$ cat config.mk
export PLATFORM = sky130hd
export DESIGN_NAME = mem_port_arbiter
export DESIGN_NICKNAME = d
export VERILOG_FILES = /design/src/rtl/mem_port_arbiter_pkg.sv /design/src/rtl/mem_port_arbiter.sv
export SDC_FILE = /design/constraint.sdc
export NUM_CORES = 1
export LEC_CHECK = 0
export CAP_MARGIN = 20
export CORE_UTILIZATION = 45
export CTS_CLUSTER_DIAMETER = 150
export CTS_CLUSTER_SIZE = 8
export DETAILED_ROUTE_END_ITERATION = 12
export PLACE_DENSITY = 0.81
export SLEW_MARGIN = 5
export SYNTH_ARGS = -nofsm -noshare
export SYNTH_HDL_FRONTEND = slang
export SYNTH_SLANG_ARGS = --single-unit
$ cat constraint.sdc
create_clock -name clock -period 3.1 [get_ports clock]
set_clock_uncertainty 0.05 [all_clocks]
set_input_delay 0.62 -clock clock [delete_from_list [all_inputs] [get_ports clock]]
set_output_delay 0.62 -clock clock [all_outputs]
set_load 0.01 [all_outputs]
$ cat src/rtl/mem_port_arbiter_pkg.sv
// Shared types for the memory port arbiter.
//   arb_state_t  - arbiter FSM states
//   mem_req_t    - address/data/strobe bundle latched at transaction launch
package mem_port_arbiter_pkg;

  typedef enum logic [1:0] {
    IDLE   = 2'd0,
    IFETCH = 2'd1,
    DREAD  = 2'd2,
    DWRITE = 2'd3
  } arb_state_t;

  typedef struct packed {
    logic [31:0] addr;
    logic [31:0] wdata;
    logic [3:0]  strb;
  } mem_req_t;

  localparam int unsigned DEFAULT_TIMEOUT_CYCLES = 255;

endpackage

$ cat src/rtl/mem_port_arbiter.sv
// Shares one external memory port between core instruction fetch and data
// access. The fetched instruction is held in a one-entry buffer tagged with
// its address, so the core sees a stable instruction while its load/store is
// in flight. Each load/store is issued once per buffered instruction.
//
// Ports
//   clock, reset                      system clock, synchronous active-high reset
//   if_addr / if_data / if_valid      core pc in, buffered instruction out
//   d_addr, d_read_enable             load request (level, held until d_read_valid)
//   d_read_data / d_read_valid        load data, 1-cycle valid pulse
//   d_write_enable, d_write_data,
//   d_strb / d_write_ready            store request (level) and 1-cycle accept pulse
//   m_addr, m_read_enable,
//   m_write_enable, m_write_data,
//   m_strb                            registered memory request
//   m_read_data, m_read_valid,
//   m_write_ready                     memory response
//   bus_err                           1-cycle pulse when a transaction times out
//
// TIMEOUT_CYCLES: max cycles a transaction may stay open; 0 disables timeout.
module mem_port_arbiter
  import mem_port_arbiter_pkg::*;
#(
  parameter int unsigned TIMEOUT_CYCLES = DEFAULT_TIMEOUT_CYCLES
) (
  input  logic        clock,
  input  logic        reset,
  input  logic [31:0] if_addr,
  output logic [31:0] if_data,
  output logic        if_valid,
  input  logic [31:0] d_addr,
  input  logic        d_read_enable,
  output logic [31:0] d_read_data,
  output logic        d_read_valid,
  input  logic        d_write_enable,
  input  logic [31:0] d_write_data,
  input  logic [3:0]  d_strb,
  output logic        d_write_ready,
  output logic [31:0] m_addr,
  output logic        m_read_enable,
  input  logic [31:0] m_read_data,
  input  logic        m_read_valid,
  output logic        m_write_enable,
  output logic [31:0] m_write_data,
  output logic [3:0]  m_strb,
  input  logic        m_write_ready,
  output logic        bus_err
);

  arb_state_t  state_q, state_d;
  mem_req_t    req_q, req_d;
  logic        rd_en_q, rd_en_d;
  logic        wr_en_q, wr_en_d;
  logic [31:0] ibuf_q, ibuf_d;
  logic [31:0] ibuf_addr_q, ibuf_addr_d;
  logic        ibuf_valid_q, ibuf_valid_d;
  logic        d_done_q, d_done_d;
  logic [31:0] tmo_cnt_q, tmo_cnt_d;
  logic        bus_err_q, bus_err_d;

  logic        hit;
  logic        retire;
  logic        data_pending;
  logic        timeout_hit;

  always_comb begin
    // Buffered instruction is valid only for the pc it was fetched for.
    hit          = ibuf_valid_q && (ibuf_addr_q == if_addr);
    // Core moved to a new pc: drop the stale instruction and its data flag.
    retire       = ibuf_valid_q && (ibuf_addr_q != if_addr);
    data_pending = hit && !d_done_q && (d_read_enable || d_write_enable);
    // Fires in the last allowed open cycle so the enables drop after exactly
    // TIMEOUT_CYCLES cycles on the bus.
    timeout_hit  = (TIMEOUT_CYCLES != 0) && (tmo_cnt_q == TIMEOUT_CYCLES - 1);
  end

  // Next-state logic.
  always_comb begin
    // NOTE: every target gets a default first so no path leaves it unassigned,
    // which would otherwise infer a latch.
    state_d      = state_q;
    req_d        = req_q;
    rd_en_d      = rd_en_q;
    wr_en_d      = wr_en_q;
    ibuf_d       = ibuf_q;
    ibuf_addr_d  = ibuf_addr_q;
    ibuf_valid_d = ibuf_valid_q;
    d_done_d     = d_done_q;
    tmo_cnt_d    = tmo_cnt_q + 32'd1;
    bus_err_d    = 1'b0;

    unique case (state_q)
      IDLE: begin
        tmo_cnt_d = '0;
        if (retire) begin
          ibuf_valid_d = 1'b0;
          d_done_d     = 1'b0;
        end else if (data_pending) begin
          req_d.addr = d_addr;
          if (d_read_enable) begin
            state_d = DREAD;
            rd_en_d = 1'b1;
          end else begin
            state_d     = DWRITE;
            wr_en_d     = 1'b1;
            req_d.wdata = d_write_data;
            req_d.strb  = d_strb;
          end
        end else if (!hit) begin
          state_d    = IFETCH;
          rd_en_d    = 1'b1;
          req_d.addr = if_addr;
        end
      end

      IFETCH: begin
        if (m_read_valid) begin
          // Buffered even if the pc has moved on; the address tag then
          // mismatches and the entry is retired on the next IDLE cycle.
          ibuf_d       = m_read_data;
          ibuf_addr_d  = req_q.addr;
          ibuf_valid_d = 1'b1;
          rd_en_d      = 1'b0;
          state_d      = IDLE;
        end else if (timeout_hit) begin
          bus_err_d = 1'b1;
          rd_en_d   = 1'b0;
          state_d   = IDLE;
        end
      end

      DREAD: begin
        if (m_read_valid || timeout_hit) begin
          // d_done also on timeout so the core is not left re-issuing forever.
          bus_err_d = !m_read_valid;
          d_done_d  = 1'b1;
          rd_en_d   = 1'b0;
          state_d   = IDLE;
        end
      end

      DWRITE: begin
        if (m_write_ready || timeout_hit) begin
          bus_err_d = !m_write_ready;
          d_done_d  = 1'b1;
          wr_en_d   = 1'b0;
          state_d   = IDLE;
        end
      end

      default: state_d = IDLE;
    endcase
  end

  // NOTE: sequential state uses non-blocking assignments so every register
  // samples its pre-edge value regardless of statement order.
  always_ff @(posedge clock) begin
    if (reset) begin
      state_q      <= IDLE;
      req_q        <= '0;
      rd_en_q      <= 1'b0;
      wr_en_q      <= 1'b0;
      ibuf_q       <= '0;
      ibuf_addr_q  <= '0;
      ibuf_valid_q <= 1'b0;
      d_done_q     <= 1'b0;
      tmo_cnt_q    <= '0;
      bus_err_q    <= 1'b0;
    end else begin
      state_q      <= state_d;
      req_q        <= req_d;
      rd_en_q      <= rd_en_d;
      wr_en_q      <= wr_en_d;
      ibuf_q       <= ibuf_d;
      ibuf_addr_q  <= ibuf_addr_d;
      ibuf_valid_q <= ibuf_valid_d;
      d_done_q     <= d_done_d;
      tmo_cnt_q    <= tmo_cnt_d;
      bus_err_q    <= bus_err_d;
    end
  end

  // Outputs. Responses are forwarded only while the matching transaction is
  // open, so stray or late memory handshakes never reach the core.
  always_comb begin
    if_data        = ibuf_q;
    if_valid       = hit;
    d_read_data    = m_read_data;
    d_read_valid   = (state_q == DREAD) && m_read_valid;
    d_write_ready  = (state_q == DWRITE) && m_write_ready;
    m_addr         = req_q.addr;
    m_write_data   = req_q.wdata;
    m_strb         = req_q.strb;
    m_read_enable  = rd_en_q;
    m_write_enable = wr_en_q;
    bus_err        = bus_err_q;
  end

endmodule

# Word-level counts from Yosys, hierarchy flattened
# Cells that the tools add are included.
# totals
reg_bits	171
latch_bits	0
ramBits	0
rom_bits	0
input_bits	138
output_inout_bits	138
elab_cells	93
memories	0
# op_classes
addsub	1
multipliers	0
n_div	0
order_cmp	0
eq_ne	17
n_shift	0
n_mux	35
bitwise	2
n_reduce_logical	26
# ops
op	count
$mux W32	2
$add A32 B1 Y32 const B	1
$eq A32 B32 Y1	1
$eq A32 B8 Y1 const B	1
$ne A32 B32 Y1	1
$mux W1	20
$mux W2	7
$ne A2 B2 Y1 const B	7
$reduce_and A5 Y1	2
$ne A3 B3 Y1 const B	3
$pmux W1 S3	3
$pmux W2 S4	1
$reduce_and A4 Y1	2
$logic_and A1 B1 Y1	6
$reduce_and A3 Y1	2
$reduce_and A6 Y1	1
$reduce_bool A3 Y1	2
$eq A2 B2 Y1 const B	2
$pmux W1 S2	2
$reduce_bool A2 Y1	2
$logic_not A1 Y1	3
$logic_or A1 B1 Y1	3
$eq A2 B1 Y1 const B	1
$logic_not A2 Y1	1
other kinds (4)	5

# Logic depth before layout (Yosys ltp)
# Gate-level depths: netlist of run 1.
# depth
word_depth	7
ltp_mapped	8
mapped_depth_nobuf	8

# Worst setup path after synthesis of run 1
# OpenSTA, ideal clock, no wires.
# synth_timing
path_type	input to output
startpoint	input port if_addr[16]
endpoint	output port if_valid
t_arrival_ns	1.790
required_time_ns	2.430
setup_slack_ns	0.640
stages	5
n_path_buf	0
path_cell_list	xor2_1 > nor4_2 > nand4_2 > or2_2 > nor2_1
# synth_between
elab_chain_len	2
# synth_lines
element	line	rtl
start, declared	mem_port_arbiter.sv:28	input logic [31:0] if_addr,
$eq A32 B32 Y1	mem_port_arbiter.sv:68	hit = ibuf_valid_q && (ibuf_addr_q == if_addr);
$logic_and A1 B1 Y1	mem_port_arbiter.sv:68	
end, declared	mem_port_arbiter.sv:30	output logic if_valid,
# No other way between the ends.

# Final worst setup path of run 1
# layout_timing
startpoint	input port if_addr[1]
endpoint	output port if_valid
# The elaborated chain is that of the path after synthesis.

==> results of run 1 <==
## through the flow
step | power, uW | instances | cell area, sq um | TNS, ps | util
2_1_floorplan | 2867 | 834 | 7350 | 0 | -
3_3_place_gp | 3375 | 1257 | 10060 | -378.7 | 0.6312
3_5_place_dp | 3386 | 1257 | 10060 | -423.3 | 0.6312
4_1_cts | 5790 | 1289 | 10740 | 0 | 0.6738
5_1_grt | 5957 | 1289 | 10750 | 0 | 0.6740
6_report | 5759 | 1289 | 10750 | 0 | 0.6740
## state kept, by name (all words and copies together), names as in the netlist
name and cells:
tmo_cnt_q 32, m_read_enable 1, d_done_q 1, state_q 2
m_addr 32, m_write_enable 1, bus_err 1, ibuf_valid_q 1
ibuf_addr_q 32, m_write_data 32, if_data 32, m_strb 4
## final timing paths
path	endpoint	from	slack (ps)	cells after the start
setup / recovery	if_valid	if_addr[1]	70	7
hold / removal	if_data[9]	if_data[9]	410	2
setup reg to reg	m_write_data[0]	ibuf_addr_q[1]	710	8
hold reg to reg	if_data[9]	if_data[9]	410	2
## cell type report
cell class / instances / share of cell area
flip-flops and latches: 171 / 0.3186
clock inverters: 14 / 0.02236
multi-input cells: 574 / 0.3192
clock buffers: 18 / 0.03994
repair buffers: 287 / 0.2717
inverters: 9 / 0.003144
well taps: 216 / 0.02515
## repair_timing
| action | CTS | global route |
|---|---|---|
| hold endpoints to repair | 0 | 0 |
| endpoints found under the setup margin | 1 | 1 |
| pin swaps | 4 | 4 |
| gates resized for setup | 5 | 1 |
## kinds of logic after synthesis
group / after synthesis
muxes: 36
and+or+nand+nor: 351
xor gates and xnor gates: 61
adders and majority gates: 7
buffers and inverters: 89
DFF: 171
AOI/OAI and AO/OA: 119
## critical path: stages
cell and delay [ps]:
clkdlybuf4s50_1 430, xor2_1 170, nor4_2 350, nand4_2 170
or2_4 290, nor2_1 90, clkdlybuf4s15_2 240
## cell usage in the layout, fill, tap and decap left out, types with 8 or more instances in the layout
cell type        netlist  layout
a21oi_1               66      66
and3_1                 9       9
clkbuf_16              0      17
clkdlybuf4s50_1        0     272
dfxtp_1              171     171
inv_1                  9       9
mux2i_1               36      36
nand2_1              142     141
nand3_1               17      17
nand4_1                8       8
nor2_1               136     136
nor4_2                 9       9
o221a_2               33      33
xor2_1                56      56
## where the power goes
| part | internal [uW] | switching (uW) |
|---|---|---|
| Combinational | 510 | 437 |
| Clock | 1520 | 897 |
| Sequential | 2310 | 84.8 |
| Total | 4340 | 1420 |
## per-layer routing
metal  share of wire  GRT usage
met1            0.42     0.2872
met2            0.49     0.4008
met3           0.078    0.07175
met4           0.020     0.1040
met5               0          0
==> summary.md, run 1 <==
| Metric | Value |
|---|---|
| Status | finished, final reports clean |
| Peak supply drop | 377.9 uV |
| Max cap viols | 0 |
| Vias in the first global route | 6357 |
| Final nets | 1205 |
| Core area | 0.01594 sq mm |
| ANT cells | 0 |
| CTS buffer count | 17 |
| Share of Yosys cell area claimed by the top area cell type | 0.4658 |
| Most frequent cell after synthesis | dfxtp_1 |
| Buffers on Ports | 275 |
| Type of destination of the critical path | primary output |
| Die Height | 129.8 um |
| Reg area | 0.003423 sq mm |
| Placer Congestion | 0.8507 |
| GR Util All Layers | 0.2404 |
| Largest net degree at the start of global routing | 111 |
| Max Fanout on Critical Path | 3 |
| First-pass GRT wire length | 31420 um |
| Share of cells above drive strength 1 | 0.09133 |
| Slew margin rel. | 0.5986 |
| Leak Pwr | 0.003919 uW |
| Crit share post-route | 0.9766 |
| Area of the multi-input gates | 0.003430 sq mm |
| Cells after Synth | 834 |
| Largest family of logic cells by synthesized area | simple AND/OR/NAND/NOR gates |
| WP data arrival | 2360 ps |
| Post-Route WL | 20740 um |
| Synth top cells by count | dfxtp_1, nand2_1, nor2_1 |
| Final number of setup-violating endpoints | 0 |
| Synth Cell Area | 0.007350 sq mm |
| Asr flop ratio synth | 0 |
| Via/cell ratio | 5.134 |
| Synth Area in Simple Gates | 0.2152 |
| Synth unique cells | 44 |
| DR pass1 iterations | 5 |
| Worst-path clk slew | 70 ps |
| Initial antenna violation count | 0 |
| Synth Area in Adders | 0.01192 |
| Post-route ant nets | 0 |
| Grt ovf | 0 |
| CTS tree | done |
| Least-Margin Pin Slew | 602.1 ps |
| Synth area leaders | dfxtp_1, nand2_1, nor2_1, xor2_1, o221a_2 |
| Compound-Gate Fraction of Synth Area | 0.1149 |
| Placement Rows | 46 |
| Achievable frequency | 330.3 MHz |
| Post-synth EDFFs | 0 |
| Crit Path Category | in -> out |
| Worst hold margin | 405.2 ps |
| Detailed-placement wirelength estimate | 14560 um |
| Post-Syn Area per Cell | 8.812 sq um |
| Longest Clk Path Bufs | 2 |
| Fill cells | 1286 |
| CP Data Required Time | 2430 ps |
| Initial DRC count | 352 |
| Layout area overhead | 46.20% |
| Tmin final | 3027 ps |
| Seq cells post-synth | 171 |
| Die area | 0.01685 sq mm |
| Yosys warning count | 0 |
| Mux share of post-synthesis cell area | 0.04903 |
| Remaining DRCs | 0 |
| Initial Util | 0.4610 |
| Critical Path Start Type | input pin |
| Die Width | 129.8 um |
| Clock sink total | 171 |
| H-Tree Depth | 4 |
| Worst setup margin | 72.60 ps |
| Final hold vios | 0 |
| Hold Path Class | reg -> reg |
| RSZ-0062 raised after global routing | false |
| Latest clock arrival within the worst-skew pair | 420 ps |
| Routed len/inst | 16.09 um |
| Clock root cell | clkbuf_16 |
| Boundary Pins | 276 |
| Pre-CTS WS | -390.0 ps |
| Sequential-to-total area share from yosys stat | 0.4658 |
| Post-CTS Setup Repair Bufs | 0 |
| Synth area leader | dfxtp_1 |
| Prevailing post-synth register cell | dfxtp_1 |
| Final slew viol count | 0 |
| Post-Syn Nets | 979 |
| Number of buffers inserted by hold repair at cts | 0 |
| P per Cell Area | 535.9 mW/mm^2 |
| DR vias | 6618 |
| Post-Synth XOR/XNOR Area | 0.07269 |
No activity file was read; power rests on OpenSTA's default activity.
==> run 2, diff against run 1 <==
- CAP_MARGIN: 20 -> unset
==> results of run 2 <==
The final DEF is identical to that of run 1; final timing and power are the same.
==> run 3, diff against run 2 <==
- CTS_CLUSTER_DIAMETER: 150 -> 200
==> results of run 3 <==
The final DEF is identical to that of run 1; final timing and power are the same.
